[src/rtl/fetcher_if.sv]
// fetcher_if: handshake and memory bus bundle for the instruction fetcher.
//   Execute side : JUMP_DEST, EXEC_DONE, HALT_REQ (into fetcher)
//   Decode side  : INSTR, PC, INSTR_VALID (out), INSTR_READY (in)
//   IMEM side    : IMEM_EN, IMEM_ADDR (out), IMEM_DATA (in, 1-cycle latency)
//   Status       : RETIRED, HALTED, FAULT (out)
// Modport master is the fetcher's view; slave is the surrounding system's view.
interface fetcher_if #(
   parameter int unsigned IMEM_ADDR_WIDTH = 10
);
   logic [31:0]                JUMP_DEST;
   logic                       EXEC_DONE;
   logic                       HALT_REQ;
   logic                       INSTR_READY;
   logic [31:0]                IMEM_DATA;
   logic                       IMEM_EN;
   logic [IMEM_ADDR_WIDTH-1:0] IMEM_ADDR;
   logic [31:0]                PC;
   logic [31:0]                INSTR;
   logic                       INSTR_VALID;
   logic [31:0]                RETIRED;
   logic                       HALTED;
   logic                       FAULT;

   modport master (
      input  JUMP_DEST, EXEC_DONE, HALT_REQ, INSTR_READY, IMEM_DATA,
      output IMEM_EN, IMEM_ADDR, PC, INSTR, INSTR_VALID, RETIRED, HALTED, FAULT
   );

   modport slave (
      output JUMP_DEST, EXEC_DONE, HALT_REQ, INSTR_READY, IMEM_DATA,
      input  IMEM_EN, IMEM_ADDR, PC, INSTR, INSTR_VALID, RETIRED, HALTED, FAULT
   );
endinterface

[src/rtl/fetcher.sv]
// fetcher: multicycle instruction-fetch sequencer.
//   CLK  : single clock, rising edge
//   RSTN : asynchronous active-low reset
//   bus  : fetcher_if.master (execute handshake, decode handshake, IMEM port,
//          retire counter, halt/fault status)
// Sequence per instruction: REQ (read strobe) -> WAIT (capture data) ->
// ISSUE (valid/ready to decode) -> EXEC (wait for execute, take next PC).
// Out-of-range next PC sets a sticky FAULT and halts with PC unchanged.
module fetcher #(
   parameter logic [31:0] RESET_PC        = '0,
   parameter int unsigned IMEM_ADDR_WIDTH = 10
) (
   input  logic     CLK,
   input  logic     RSTN,
   fetcher_if.master bus
);

   typedef enum logic [2:0] {
      S_IDLE,
      S_REQ,
      S_WAIT,
      S_ISSUE,
      S_EXEC,
      S_HALT
   } state_t;

   // 33-bit limit so a full 32-bit address space never reports out-of-range.
   localparam logic [32:0] PC_LIMIT = 33'd1 << IMEM_ADDR_WIDTH;

   state_t      state_q, state_d;
   logic [31:0] pc_q, pc_d;
   logic [31:0] instr_q, instr_d;
   logic [31:0] retired_q, retired_d;
   logic        fault_q, fault_d;
   logic        jump_oob;

   assign jump_oob = ({1'b0, bus.JUMP_DEST} >= PC_LIMIT);

   always_comb begin
      state_d   = state_q;
      pc_d      = pc_q;
      instr_d   = instr_q;
      retired_d = retired_q;
      fault_d   = fault_q;
      case (state_q)
         S_IDLE:  state_d = S_REQ;
         S_REQ:   state_d = S_WAIT;
         S_WAIT: begin
            instr_d = bus.IMEM_DATA;
            state_d = S_ISSUE;
         end
         S_ISSUE: begin
            if (bus.INSTR_READY) state_d = S_EXEC;
         end
         S_EXEC: begin
            if (bus.EXEC_DONE) begin
               retired_d = retired_q + 32'd1;
               if (jump_oob) begin
                  fault_d = 1'b1;
                  state_d = S_HALT;
               end else begin
                  pc_d    = bus.JUMP_DEST;
                  state_d = bus.HALT_REQ ? S_HALT : S_REQ;
               end
            end
         end
         S_HALT:  state_d = S_HALT;
         default: state_d = S_IDLE;
      endcase
   end

   always_ff @(posedge CLK or negedge RSTN) begin
      if (!RSTN) begin
         state_q   <= S_IDLE;
         pc_q      <= RESET_PC;
         instr_q   <= '0;
         retired_q <= '0;
         fault_q   <= 1'b0;
      end else begin
         state_q   <= state_d;
         pc_q      <= pc_d;
         instr_q   <= instr_d;
         retired_q <= retired_d;
         fault_q   <= fault_d;
      end
   end

   // Strobes decode from the state register only: no input-to-output path.
   assign bus.IMEM_EN     = (state_q == S_REQ);
   assign bus.INSTR_VALID = (state_q == S_ISSUE);
   assign bus.HALTED      = (state_q == S_HALT);
   assign bus.IMEM_ADDR   = pc_q[IMEM_ADDR_WIDTH-1:0];
   assign bus.PC          = pc_q;
   assign bus.INSTR       = instr_q;
   assign bus.RETIRED     = retired_q;
   assign bus.FAULT       = fault_q;

endmodule

[src/flat_wrapper.sv]
// flat-port wrapper written by rule: the top's interface ports become plain ports
module fetcher_flat 
#(
   parameter logic [31:0] RESET_PC        = '0,
   parameter int unsigned IMEM_ADDR_WIDTH = 10
)
  (CLK, RSTN, bus_JUMP_DEST, bus_EXEC_DONE, bus_HALT_REQ, bus_INSTR_READY, bus_IMEM_DATA, bus_IMEM_EN, bus_IMEM_ADDR, bus_PC, bus_INSTR, bus_INSTR_VALID, bus_RETIRED, bus_HALTED, bus_FAULT);
  fetcher_if #(.IMEM_ADDR_WIDTH(IMEM_ADDR_WIDTH)) bus_i ();
  input  logic CLK;
  input  logic RSTN;
  input wire logic [$bits(bus_i.JUMP_DEST)-1:0] bus_JUMP_DEST;
  input wire logic [$bits(bus_i.EXEC_DONE)-1:0] bus_EXEC_DONE;
  input wire logic [$bits(bus_i.HALT_REQ)-1:0] bus_HALT_REQ;
  input wire logic [$bits(bus_i.INSTR_READY)-1:0] bus_INSTR_READY;
  input wire logic [$bits(bus_i.IMEM_DATA)-1:0] bus_IMEM_DATA;
  output wire logic [$bits(bus_i.IMEM_EN)-1:0] bus_IMEM_EN;
  output wire logic [$bits(bus_i.IMEM_ADDR)-1:0] bus_IMEM_ADDR;
  output wire logic [$bits(bus_i.PC)-1:0] bus_PC;
  output wire logic [$bits(bus_i.INSTR)-1:0] bus_INSTR;
  output wire logic [$bits(bus_i.INSTR_VALID)-1:0] bus_INSTR_VALID;
  output wire logic [$bits(bus_i.RETIRED)-1:0] bus_RETIRED;
  output wire logic [$bits(bus_i.HALTED)-1:0] bus_HALTED;
  output wire logic [$bits(bus_i.FAULT)-1:0] bus_FAULT;
  assign bus_i.JUMP_DEST = bus_JUMP_DEST;
  assign bus_i.EXEC_DONE = bus_EXEC_DONE;
  assign bus_i.HALT_REQ = bus_HALT_REQ;
  assign bus_i.INSTR_READY = bus_INSTR_READY;
  assign bus_i.IMEM_DATA = bus_IMEM_DATA;
  assign bus_IMEM_EN = bus_i.IMEM_EN;
  assign bus_IMEM_ADDR = bus_i.IMEM_ADDR;
  assign bus_PC = bus_i.PC;
  assign bus_INSTR = bus_i.INSTR;
  assign bus_INSTR_VALID = bus_i.INSTR_VALID;
  assign bus_RETIRED = bus_i.RETIRED;
  assign bus_HALTED = bus_i.HALTED;
  assign bus_FAULT = bus_i.FAULT;
  fetcher #(.RESET_PC(RESET_PC), .IMEM_ADDR_WIDTH(IMEM_ADDR_WIDTH)) u_core (.CLK(CLK), .RSTN(RSTN), .bus(bus_i));
endmodule
[config.mk]
export PLATFORM = sky130hd
export DESIGN_NAME = fetcher_flat
export DESIGN_NICKNAME = d
export VERILOG_FILES = /design/src/rtl/fetcher_if.sv /design/src/rtl/fetcher.sv /design/src/flat_wrapper.sv
export SDC_FILE = /design/constraint.sdc
export NUM_CORES = 1
export LEC_CHECK = 0
export ABC_AREA = 1
export ABC_CLOCK_PERIOD_IN_PS = 1550
export CAP_MARGIN = 20
export CORE_AREA = 2 2 132 95
export DETAILED_ROUTE_END_ITERATION = 8
export DIE_AREA = 0 0 134 97
export GPL_TIMING_DRIVEN = 1
export PLACE_DENSITY_LB_ADDON = 0.05
export SYNTH_ARGS = -nofsm -noshare
export SYNTH_HDL_FRONTEND = slang
export SYNTH_SLANG_ARGS = --single-unit
[constraint.sdc]
create_clock -name CLK -period 1.55 [get_ports CLK]
set_clock_uncertainty 0.05 [all_clocks]
set_input_delay 0.31 -clock CLK [delete_from_list [all_inputs] [get_ports CLK]]
set_output_delay 0.31 -clock CLK [all_outputs]
set_load 0.005 [all_outputs]
# Word level (Yosys, flattened, before mapping)
# Index checks and enable logic that the tools add are counted.
# word_totals
output_inout_bits	110
elab_cells	25
register_bits	100
in_bits	69
# classes
n_addsub	1
bitwise	1
n_eq_ne	7
reduce_logical	5
muxes	5
order_cmp	1
# op_table
operator	count
$add A32 B1 Y32 const B	1
$ge A32 B11 Y1 const B	1
$pmux W3 S6	1
$mux W3	4
$eq A3 B2 Y1 const B	2
$eq A3 B3 Y1 const B	2
$reduce_and A3 Y1	2
$ne A2 B2 Y1 const B	2
$reduce_and A2 Y1	2
$eq A3 B1 Y1 const B	1
$logic_not A3 Y1	1
$not A1 Y1	1

# Depth between registers and ports, before layout
# logic_depth
ltp_word	4
ltp_mapped	11
mapped_depth_nobuf	11

# Least setup slack after synthesis
# OpenSTA, ideal clock, no wires.
# synth_timing
kind	reg-to-reg
startpoint	reg u_core.retired_q[1] (netlist: u_core.bus.RETIRED[1])
endpoint	reg u_core.retired_q[24] (netlist: u_core.bus.RETIRED[24])
period_less_slack_ps	1512
required_ps	1387
path_slack_ps	38
arrival_ps	1349
n_path_buf	0
stages_incl_launch_ff	9
cell_sequence	dfrtp_1 -> ha_1 -> nand3_1 -> inv_1 -> nand4_1 -> nor2_2 -> nand3_1 -> nand2_1 -> inv_1
# synth_via
elab_chain_len	1
# synth_lines
item	line_no	rtl
from (decl)	fetcher.sv:33	logic [31:0] retired_q, retired_d;
from (signal assigned)	fetcher.sv:83	retired_q <= retired_d;
$add A32 B1 Y32	fetcher.sv:57	retired_d = retired_q + 32'd1;
# No other way between the ends.
# A chain may end at the register's enable or synchronous reset.

# Final worst setup path
# layout_timing
startpoint	reg u_core.state_q[1]
endpoint	reg u_core.retired_q[24] (netlist: u_core.bus.RETIRED[24])
# layout_via
elab_chain_len	2
# layout_lines
item	line_no	rtl
from (decl)	fetcher.sv:30	state_t state_q, state_d;
from (signal assigned)	fetcher.sv:80	state_q <= state_d;
$eq A3 B3 Y1	fetcher.sv:45	case (state_q)
$reduce_and A2 Y1 (no line)	-	
# No other way between the ends.

==> flow_summary.toml <==
[placement]
dpl-instance-area_um2 = 6950
place.port_buffers = 178
dpl.hpwl_mm = 9.39
gp_congestion = 0.857
dp.cells = 878
place_ws_ns = -0.303

[yosys]
yosys.area.top_type = "dfrtp_1"
seq_area_frac_synth = 0.543
syn_inst = 503
synth-seq-cells = 100
yosys_warnings = 0
synth_top_area_frac = 0.543
synth_top_cells_by_area = "dfrtp_1 54%, nand2_1 11%, mux2_2 7.8%"
syn_area_um2 = 4600
synth-edff-count = 0
synth_ff_type = "dfrtp_1"
synthArstFlopShare = 1.00
syn-num-nets = 573
yosysUniqueCellTypes = 32
syn_avg_cell_area_um2 = 9.15

[sta]
period_share = 1.08
slew_violations = 0
holdWs_ns = 0.372
finalSetupViolCount = 53
rsz0062_at_grt = "true"
worst_slack_ns = -0.125
hold_viol = 0
max_freq_mhz = 597
final.min_clock_period_ns = 1.68
tightest_slew_ns = 0.438
slew_headroom = 0.705

[power_and_ir_drop]
ir_worst_vdd_v = 0.000594
power_switching_mw = 2.46
p_sw_frac = 0.286
p_clk_frac = 0.250
p_per_area_nw_per_um2 = 1060
power_leakage_nw = 4.09
power_frac_comb = 0.351
internal-power_mw = 6.13
pwr-share-seq = 0.399

[critical_path]
cp-start-kind = "register"
critPathRequiredTime_ns = 1.75
cp.arrival_ns = 1.87
path_class = "register to register"
crit_buf_inv = 5
cp_max_fo = 7
crit_chain = "inv_2, buf_6, nand2_4, nor2_4, nand2_8, clkinv_4, buf_6, nand2_2, nor2_4, nand3_2, nand2_1, inv_1"
slowest_stage = "dfrtp_1"
worst_path_dominant_cell_family = "simple AND/OR/NAND/NOR gates"
cp-end-kind = "register"
cpPeakStageDelay_ns = 0.39

[cells_and_area]
final_nets = 859
multi_input_area_um2 = 2140
seq_area_um2 = 2500
final_core_util = 0.695
design_area_um2 = 8060
syn_to_final_growth_pct = 75.1
fin_cells = 951
nFillCells = 944
num_antenna_cells = 0
layout-drive-gt1-share = 0.344

[outcome]
outcome = "finished with violations"
violations = "negative setup slack"

[floorplan]
num_rows = 33
dieArea_um2 = 13000
start_util = 0.397
core_area_um2 = 11600
fp.dieH_um = 97
io_pins = 179
die_w_um = 134

[clock_network]
cts_buffer_depth = 2
cts.sinks = 100
cts.root.buffer_cell = "clkbuf_16"
clk_pin_slew_ns = 0.07
cts_max_level = 3
tritoncts = "yes"
cts_buffers = 9
insertion_delay_ns = 0.34

[grt]
track_usage = 0.207
antenna_found_initial = 0
grt_max_degree = 34
grt_pass1_vias = 4359
grt_pass1_wl_mm = 21.4
gr-total-overflow = 0

[route]
wl_per_cell_um = 14.3
drt-total-wl_mm = 13.6
viasPerCell = 4.65
drt_drc_violations_left = 0
vias = 4424
drtPass1Iterations = 4
first_iter_violations = 192
drtAntennaViolNets = 0

[worst_hold_path]
min_path_type = "primary input to async pin"

[run]
max-cap-violations = 0
[cell usage after synthesis, types with 6 or more instances]
master / number
nand4_1: 12
nor2_1: 76
xor2_1: 10
dfrtp_1: 100
nor2_2: 6
buf_4: 10
buf_2: 8
mux2_2: 32
inv_1: 54
o21ai_0: 13
nand2_1: 129
nand3_1: 11
xnor2_1: 8
[what timing repair did]
item                       in CTS  in global routing
gates cloned                    3                  2
setup endpoints to repair     160                 73
pin swaps                      10                 30
hold endpoints to repair       21                  0
hold buffers                    1                  0
gates resized for setup       169                109
buffers inserted               40                 14
[final timing paths]
| kind | start | to | slack [ns] | cells after the start |
|---|---|---|---|---|
| max | u_core.state_q[1] | u_core.bus.RETIRED[24] | -0.13 | 12 |
| min | RSTN | u_core.bus.INSTR[26] | 0.37 | 2 |
| max reg2reg | u_core.state_q[1] | u_core.bus.RETIRED[24] | -0.13 | 12 |
| min reg2reg | u_core.bus.FAULT | u_core.bus.FAULT | 0.40 | 1 |
| max in group asynchronous | RSTN | u_core.bus.INSTR[18] | 0.55 | 3 |
| min in group CLK | u_core.bus.FAULT | u_core.bus.FAULT | 0.40 | 1 |
[power by group through the flow]
stage | clock network (mW) | logic [mW] | registers, mW
CTS | 2.19 | 2.86 | 3.43
detailed placement | 0 | 2.97 | 3.52
global placement | 0 | 2.91 | 3.50
floorplan | 0 | 1.04 | 3.58
finish | 2.15 | 3.01 | 3.43
global route | 2.29 | 3.26 | 3.49
[per-layer routing]
layer / vias to the layer above / GRT usage / part of all wire
met5: - / 0 / 0
met4: 0 / 0.0524 / 0.010
li1: 2145 / - / -
met3: 11 / 0.0545 / 0.077
met2: 159 / 0.341 / 0.48
met1: 2109 / 0.273 / 0.43
[registers in the layout, summed over array words and instances (netlist names)]
| name | flops |
|---|---|
| u_core.bus.INSTR | 32 |
| u_core.bus.FAULT | 1 |
| u_core.bus.RETIRED | 32 |
| u_core.bus.PC | 32 |
| u_core.state_q | 3 |
[layout make-up]
| type | count | area share |
|---|---|---|
| inverters | 56 | 0.0270 |
| multi-input cells | 327 | 0.266 |
| clock buffers | 11 | 0.0301 |
| flip-flops and latches | 100 | 0.311 |
| well taps | 157 | 0.0244 |
| repair buffers | 295 | 0.337 |
| clock inverters | 5 | 0.00466 |
[layout by cell type, fill, tap and decap left out, types with 3 or more instances in the layout]
cell             instances
buf_12                   5
buf_2                    4
buf_4                   88
buf_6                   17
buf_8                    5
clkbuf_16               11
clkdlybuf4s50_1         67
clkinv_4                 3
dfrtp_1                 98
dlygate4sd2_1           99
dlymetal6s2s_1           4
inv_1                   52
mux2_2                  32
nand2_1                109
nand2_2                 16
nand2_4                  5
nand3_1                  5
nand3_2                  6
nand3b_1                 4
nand4_1                 12
nor2_1                  32
nor2_2                  38
nor2_4                  16
nor3_4                   6
o21ai_0                  7
o21ai_1                  4
o21ai_2                  3
xnor2_1                  7
xor2_1                  10
[kinds of logic (layout without fill, tap and decap cells)]
family          after synthesis  after routing  synth area share
fa+ha+maj                     1              1           0.00272
flops                       100            100             0.543
buf+inv                      76            367            0.0739
xor+xnor                     18             18            0.0342
mux                          32             32            0.0783
compound gates               18             18            0.0207
simple gates                258            258             0.247
[worst register-to-register path, delay by kind of cell, from the launching register on]
family	cells	cell delay [ns]
simple gates	7	0.72
buf+inv	5	0.41
flops	1	0.39
[through the flow]
| stage | setup TNS (ns) | total power [mW] |
|---|---|---|
| after floorplan | 0 | 4.62 |
| after global placement | -11.11 | 6.41 |
| after detailed placement | -12.69 | 6.48 |
| after CTS | -4.87 | 8.48 |
| after global routing | -7.50 | 9.05 |
| final | -4.00 | 8.58 |
Power figures use the tool's default switching activity.
